$ cat config.mk
export PLATFORM = sky130hd
export DESIGN_NAME = ws2812b_frame_streamer_flat
export DESIGN_NICKNAME = d
export VERILOG_FILES = /design/src/rtl/ws2812b_frame_streamer_if.sv /design/src/rtl/ws2812b_frame_streamer.sv /design/src/flat_wrapper.sv
export SDC_FILE = /design/constraint.sdc
export NUM_CORES = 1
export LEC_CHECK = 0
export ABC_AREA = 1
export CAP_MARGIN = 20
export CORE_ASPECT_RATIO = 2
export CORE_MARGIN = 1.5
export CORE_UTILIZATION = 51
export DETAILED_ROUTE_END_ITERATION = 10
export GPL_TIMING_DRIVEN = 0
export HOLD_SLACK_MARGIN = 0.1
export PLACE_DENSITY = 0.73
export SLEW_MARGIN = 40
export SYNTH_ARGS = -nofsm -noshare
export SYNTH_HDL_FRONTEND = slang
export SYNTH_SLANG_ARGS = --single-unit
$ cat constraint.sdc
create_clock -name m_axis_aclk -period 1.85 [get_ports m_axis_aclk]
set_input_delay 0.555 -clock m_axis_aclk [delete_from_list [all_inputs] [get_ports m_axis_aclk]]
set_output_delay 0.555 -clock m_axis_aclk [all_outputs]
set_load 0.05 [all_outputs]
$ cat src/rtl/ws2812b_frame_streamer_if.sv
// AXI-Stream pixel channel between the frame streamer and the WS2812B serializer.
interface ws2812b_frame_streamer_if;
  logic [23:0] tdata;
  logic        tvalid;
  logic        tready;
  logic        tlast;

  modport master (
    output tdata,
    output tvalid,
    output tlast,
    input  tready
  );

  modport slave (
    input  tdata,
    input  tvalid,
    input  tlast,
    output tready
  );
endinterface

$ cat src/rtl/ws2812b_frame_streamer.sv
// Streams one frame of GRB pixels from an internal RAM over AXI-Stream, then holds the latch gap.
// Optional global brightness scaling is built when WS2812B_BRIGHTNESS_EN is defined.
module ws2812b_frame_streamer #(
  parameter int unsigned NUM_LEDS     = 8,
  parameter int unsigned ADDR_WIDTH   = 3,
  parameter int unsigned LATCH_CYCLES = 3600
) (
  input  logic                  m_axis_aclk,
  input  logic                  m_axis_aresetn,
  input  logic                  wr_en,
  input  logic [ADDR_WIDTH-1:0] wr_addr,
  input  logic [23:0]           wr_data,
  input  logic [7:0]            brightness,
  input  logic                  start,
  output logic                  busy,
  output logic                  done,
  ws2812b_frame_streamer_if.master m_axis
);

  localparam int unsigned CntW = (LATCH_CYCLES > 1) ? $clog2(LATCH_CYCLES) : 1;
  localparam logic [ADDR_WIDTH-1:0] LastIdx  = ADDR_WIDTH'(NUM_LEDS - 1);
  localparam logic [ADDR_WIDTH:0]   NumLeds  = (ADDR_WIDTH + 1)'(NUM_LEDS);
  localparam logic [CntW-1:0]       LastCnt  = CntW'(LATCH_CYCLES - 1);

  typedef enum logic [1:0] {StIdle, StFetch, StSend, StLatch} state_e;

  state_e                state_q, state_d;
  logic [ADDR_WIDTH-1:0] idx_q, idx_d;
  logic [ADDR_WIDTH-1:0] rd_addr;
  logic [CntW-1:0]       cnt_q, cnt_d;
  logic                  pending_q, pending_d;
  logic                  start_q;
  logic [23:0]           tdata_q, tdata_d;
  logic                  tvalid_q, tvalid_d;
  logic                  tlast_q, tlast_d;
  logic                  done_q, done_d;
  logic [23:0]           rd_data_q;
  logic [23:0]           pixel;

  logic [23:0] mem [NUM_LEDS];

  // Read port always samples; data is only consumed in FETCH, one cycle after the address.
  always_ff @(posedge m_axis_aclk) begin
    if (wr_en && ({1'b0, wr_addr} < NumLeds)) begin
      mem[wr_addr] <= wr_data;
    end
    rd_data_q <= mem[rd_addr];
  end

`ifdef WS2812B_BRIGHTNESS_EN
  logic [7:0] bright_q, bright_d;

  function automatic logic [7:0] scale_ch(input logic [7:0] c, input logic [7:0] b);
    logic [15:0] p;
    p = 16'(c) * 16'({1'b0, b} + 9'd1);
    return 8'(p >> 8);
  endfunction

  always_comb begin
    pixel = {scale_ch(rd_data_q[23:16], bright_q),
             scale_ch(rd_data_q[15:8], bright_q),
             scale_ch(rd_data_q[7:0], bright_q)};
  end

  always_ff @(posedge m_axis_aclk or negedge m_axis_aresetn) begin
    if (!m_axis_aresetn) begin
      bright_q <= 8'd255;
    end else begin
      bright_q <= bright_d;
    end
  end

  always_comb begin
    bright_d = bright_q;
    if (state_q == StIdle && (start_q || pending_q)) begin
      bright_d = brightness;
    end
  end
`else
  logic unused_brightness;
  assign unused_brightness = ^brightness;
  assign pixel = rd_data_q;
`endif

  always_ff @(posedge m_axis_aclk or negedge m_axis_aresetn) begin
    if (!m_axis_aresetn) begin
      state_q   <= StIdle;
      idx_q     <= '0;
      cnt_q     <= '0;
      pending_q <= 1'b0;
      start_q   <= 1'b0;
      tdata_q   <= 24'h000000;
      tvalid_q  <= 1'b0;
      tlast_q   <= 1'b0;
      done_q    <= 1'b0;
    end else begin
      state_q   <= state_d;
      idx_q     <= idx_d;
      cnt_q     <= cnt_d;
      pending_q <= pending_d;
      start_q   <= start;
      tdata_q   <= tdata_d;
      tvalid_q  <= tvalid_d;
      tlast_q   <= tlast_d;
      done_q    <= done_d;
    end
  end

  always_comb begin
    state_d   = state_q;
    idx_d     = idx_q;
    cnt_d     = cnt_q;
    pending_d = pending_q;
    tdata_d   = tdata_q;
    tvalid_d  = tvalid_q;
    tlast_d   = tlast_q;
    done_d    = 1'b0;
    rd_addr   = idx_q;

    // Requests arriving mid-frame collapse into one queued frame.
    if (start_q && state_q != StIdle) begin
      pending_d = 1'b1;
    end

    case (state_q)
      StIdle: begin
        if (start_q || pending_q) begin
          pending_d = 1'b0;
          idx_d     = '0;
          rd_addr   = '0;
          state_d   = StFetch;
        end
      end
      StFetch: begin
        tdata_d  = pixel;
        tvalid_d = 1'b1;
        tlast_d  = (idx_q == LastIdx);
        state_d  = StSend;
      end
      StSend: begin
        if (m_axis.tready) begin
          tvalid_d = 1'b0;
          if (idx_q == LastIdx) begin
            tlast_d = 1'b0;
            cnt_d   = '0;
            state_d = StLatch;
          end else begin
            idx_d   = idx_q + 1'b1;
            rd_addr = idx_q + 1'b1;
            state_d = StFetch;
          end
        end
      end
      StLatch: begin
        if (cnt_q == LastCnt) begin
          done_d  = 1'b1;
          state_d = StIdle;
        end else begin
          cnt_d = cnt_q + 1'b1;
        end
      end
      default: state_d = StIdle;
    endcase
  end

  assign busy          = (state_q != StIdle);
  assign done          = done_q;
  assign m_axis.tdata  = tdata_q;
  assign m_axis.tvalid = tvalid_q;
  assign m_axis.tlast  = tlast_q;

endmodule

$ cat src/flat_wrapper.sv
// flat-port wrapper written by rule: the top's interface ports become plain ports
module ws2812b_frame_streamer_flat 
#(
  parameter int unsigned NUM_LEDS     = 8,
  parameter int unsigned ADDR_WIDTH   = 3,
  parameter int unsigned LATCH_CYCLES = 3600
)
  (m_axis_aclk, m_axis_aresetn, wr_en, wr_addr, wr_data, brightness, start, busy, done, m_axis_tdata, m_axis_tvalid, m_axis_tlast, m_axis_tready);
  ws2812b_frame_streamer_if m_axis_i ();
  input  logic m_axis_aclk;
  input  logic m_axis_aresetn;
  input  logic wr_en;
  input  logic [ADDR_WIDTH-1:0] wr_addr;
  input  logic [23:0] wr_data;
  input  logic [7:0] brightness;
  input  logic start;
  output logic busy;
  output logic done;
  output wire logic [$bits(m_axis_i.tdata)-1:0] m_axis_tdata;
  output wire logic [$bits(m_axis_i.tvalid)-1:0] m_axis_tvalid;
  output wire logic [$bits(m_axis_i.tlast)-1:0] m_axis_tlast;
  input wire logic [$bits(m_axis_i.tready)-1:0] m_axis_tready;
  assign m_axis_tdata = m_axis_i.tdata;
  assign m_axis_tvalid = m_axis_i.tvalid;
  assign m_axis_tlast = m_axis_i.tlast;
  assign m_axis_i.tready = m_axis_tready;
  ws2812b_frame_streamer #(.NUM_LEDS(NUM_LEDS), .ADDR_WIDTH(ADDR_WIDTH), .LATCH_CYCLES(LATCH_CYCLES)) u_core (.m_axis_aclk(m_axis_aclk), .m_axis_aresetn(m_axis_aresetn), .wr_en(wr_en), .wr_addr(wr_addr), .wr_data(wr_data), .brightness(brightness), .start(start), .busy(busy), .done(done), .m_axis(m_axis_i));
endmodule
==> summary.md <==
| Metric | Value |
|---|---|
| Status | finished with violations |
| Failing checks | negative setup slack |
| Register-to-Register Path Depth | 7 |
| Count of final setup violators | 13 |
| Worst Hold Class | in -> async |
| Seq/Total Area, Yosys | 66.3% |
| Net count, final | about 1300 |
| Actual slew at the worst max-slew pin | 0.814 ns |
| Crit Path Category | reg -> reg |
| Peak Freq | between 0.5 and 0.6 GHz |
| Netlist Area Pre-Place | 11200 sq um |
| Initial antenna violation count | 0 |
| Startpoint class of the critical path | flip-flop |
| DRT Pass-1 Iters | 5 |
| RR Startpoint | u_core.state_q[0] |
| Reg2reg end | u_core.pixel[21] |
| Clk root buf | clkbuf_16 |
| First-pass GRT wire length | ~42000 um |
| Via count | approximately 8000 |
| Die ar. | approximately 23000 sq um |
| GPL Wtd Cong | between 0.8 and 0.9 |
| Yosys top cell area share | 51.7% |
| CTS Sinks | 262 |
| Netlist cell types | 24 |
| Avg Synthesized Cell Area | ~9.8 sq um |
| Mapped Cells | about 1100 |
| Area contributors post-synth | edfxtp_1 52%, nand2_1 11%, dfrtp_1 10% |
| Area of the core | between 20000 and 25000 sq um |
| Most frequent cells in the layout | 302 x nand2_1, 215 x nand3_1, 214 x inv_1, 192 x edfxtp_1, 44 x dfrtp_1 |
| Area Growth Syn to Fin | 22.0% |
| Max H-tree Level | 1 |
| TritonCTS clock tree | built |
| DRC | 0 |
| Share of layout cells above drive strength 1 | 15.3% |
| Relative slew slack | 45.6% |
| Clk Latency, worst-skew pair | between 0.5 and 0.6 ns |
| Die X | 108 um |
| Cell Pwr Density | 1470 nW/um^2 |
| Yosys warns | 0 |
| Most common cell after layout, fill and taps aside | nand2_1 |
| CP dominant cell by count | inv_2 |
| Period utilization | 106% |
| Critical path peak fanout | 10 |
| CP cell instances | nor2_4 -> inv_2 -> o21ai_2 -> inv_2 -> clkbuf_2 -> nand2_1 -> nand2_2 |
| Post-DR wirelength/cell | 18.0 um |
| Critical path launch point | u_core.state_q[0] |
| Post-DP HPWL | 18700 um |
| Pre-CTS setup slack | -0.852 ns |
| Post-layout min period | 1.96 ns |
| Worst EP required | between 2 and 2.5 ns |
| CTS Buf Count | 23 |
| Synth area leader | edfxtp_1 |
| Final Hold Viols | 0 |
| Die height | roughly 210 um |
| Vias in the first global route | approximately 8100 |
| Pin count of the biggest net entering global routing | between 40 and 50 |
| Clock Path Buffers | 3 |
| PortBufs | 59 |
| Drt total wl | approximately 28000 um |
| Antenna diode count | 0 |
| Syn nets | 1179 |
| Clock transition at the registers of the reported paths | 0.06 ns |
| Worst setup path endpoint | u_core.pixel[21] |
| Reg2Reg Setup Slack | -0.11 ns |
| Critical path's largest stage delay | 0.47 ns |
| Final TNS setup | -0.581 ns |
| Hold slack | 0.379 ns |
| Remaining Overflow, GRT | 0 |
| Number of antenna-violating nets in the routed design | 0 |
| Static leakage | 6.21 nW |
| Slowest-stage cell, CP | dfrtp_2 |
| Vias/cell | ~5.3 |
| Max Cap Viol | 0 |
| Total global routing track utilization | about a quarter |
| I/O pins | just under 70 |
| Layout Skew | roughly 0.024 ns |
| Placement row count | 76 |
| Peak supply drop | 1120 uV |
| DRT iter0 DRCs | 711 |
| Initial Util | between 50% and 60% |
| Critical Path AT | 2.36 ns |
| Unrepaired setup endpoints after global routing | true |
| Worst setup EP type | flip-flop |
| PnR worst setup slack | -0.110 ns |
| Final Max Tran Viols | 0 |
| #FFs+latches synth | about 260 |
-- state kept, by name, indices dropped and copies added (netlist names) --
| name | flops |
|---|---|
| u_core.mem | 192 |
| u_core.m_axis.tdata | 24 |
| u_core.pixel | 24 |
| u_core.cnt_q | 12 |
| u_core.idx_q | 3 |
| u_core.state_q | 2 |
| u_core.done | 1 |
| u_core.m_axis.tlast | 1 |
| u_core.m_axis.tvalid | 1 |
| u_core.pending_q | 1 |
| u_core.start_q | 1 |
-- report_power, final --
part           internal [mW]  total [mW]  switching (mW)
Sequential              7.17        7.64           0.467
Combinational           2.42        7.31            4.89
Clock                   2.93        5.03            2.10
Total                   12.5        20.0            7.45
-- critical path, delay by kind of cell, from the launching register on --
family                 cells  cell delay [ns]
buffers and inverters      3             0.51
flip-flops                 1             0.47
AO/OA/AOI/OAI              1             0.45
AND/OR/NAND/NOR            3             0.41
-- metal layers --
metal  track usage, %  wire length, um  up-vias
met5                0                0        -
met4             14.0             1600        0
met3             2.54             1390      110
met2             46.6            15400      324
met1             25.6             9330     3906
li1                 -                -     3858
-- metrics by stage --
| step | power [mW] | cell area (sq um) | std cells | utilization [%] |
|---|---|---|---|---|
| detailed placement | 14.3 | 12300 | 1478 | 57.4 |
| CTS | 19.7 | 13400 | 1529 | 62.6 |
| global route | 21.0 | 13600 | 1538 | 63.3 |
| finish | 20.0 | 13600 | 1538 | 63.3 |
| global placement | 14.1 | 12100 | 1469 | 56.3 |
| floorplan | 12.0 | 11200 | 1137 | - |
-- kinds of logic (layout without fill, tap and decap cells) --
kind of cell	Yosys count	after routing	share of synthesized area, %
and+or+nand+nor	579	579	22.3
buffers and inverters	269	397	9.65
DFF	262	262	66.3
AOI/OAI and AO/OA	19	19	1.08
xor gates and xnor gates	6	6	0.471
adders and majority gates	2	2	0.224
-- what timing repair did --
| action | 4_1_cts | 5_1_grt |
|---|---|---|
| endpoints found under the hold margin | 46 | 0 |
| gates resized for setup | 173 | 59 |
| setup endpoints to repair | 100 | 76 |
| buffers inserted | 7 | 10 |
| hold buffers | 1 | 0 |
| cloned | 1 | 0 |
| pin swaps | 8 | 15 |
-- cell type report --
class / count / area [sq um]
fill: 1708 / 7880
sequential: 262 / 7400
multi-input combinational: 606 / 2930
timing repair buffer: 86 / 895
inverter: 219 / 822
clock buffer: 29 / 618
buffer: 50 / 433
tap: 273 / 342
clock inverter: 13 / 168
-- synthesized netlist by cell type, drive strengths merged --
library cell	instances
nand2	317
edfxtp	192
o21ai	10
nor3	9
a21oi	3
xnor2	1
dfrtp	46
inv	219
dfxtp	24
a31o	1
clkbuf	19
nor2	25
ha	2
a22oi	1
nand3	228
xor2	5
o31ai	2
o22ai	2
buf	31
-- worst min-delay path by stage --
stage	cells past startpoint	end	slack, ns	from
2_1_floorplan	0	u_core.cnt_q[0]	0.26	m_axis_aresetn
3_3_place_gp	2	u_core.m_axis.tdata[2]	0.41	u_core.pixel[2]
3_5_place_dp	1	u_core.m_axis.tdata[0]	0.38	m_axis_aresetn
4_1_cts	2	u_core.m_axis.tdata[3]	0.36	m_axis_aresetn
5_1_grt	2	u_core.m_axis.tdata[0]	0.39	m_axis_aresetn
6_report	2	u_core.m_axis.tdata[5]	0.38	m_axis_aresetn
No activity file was read; power rests on OpenSTA's default activity.
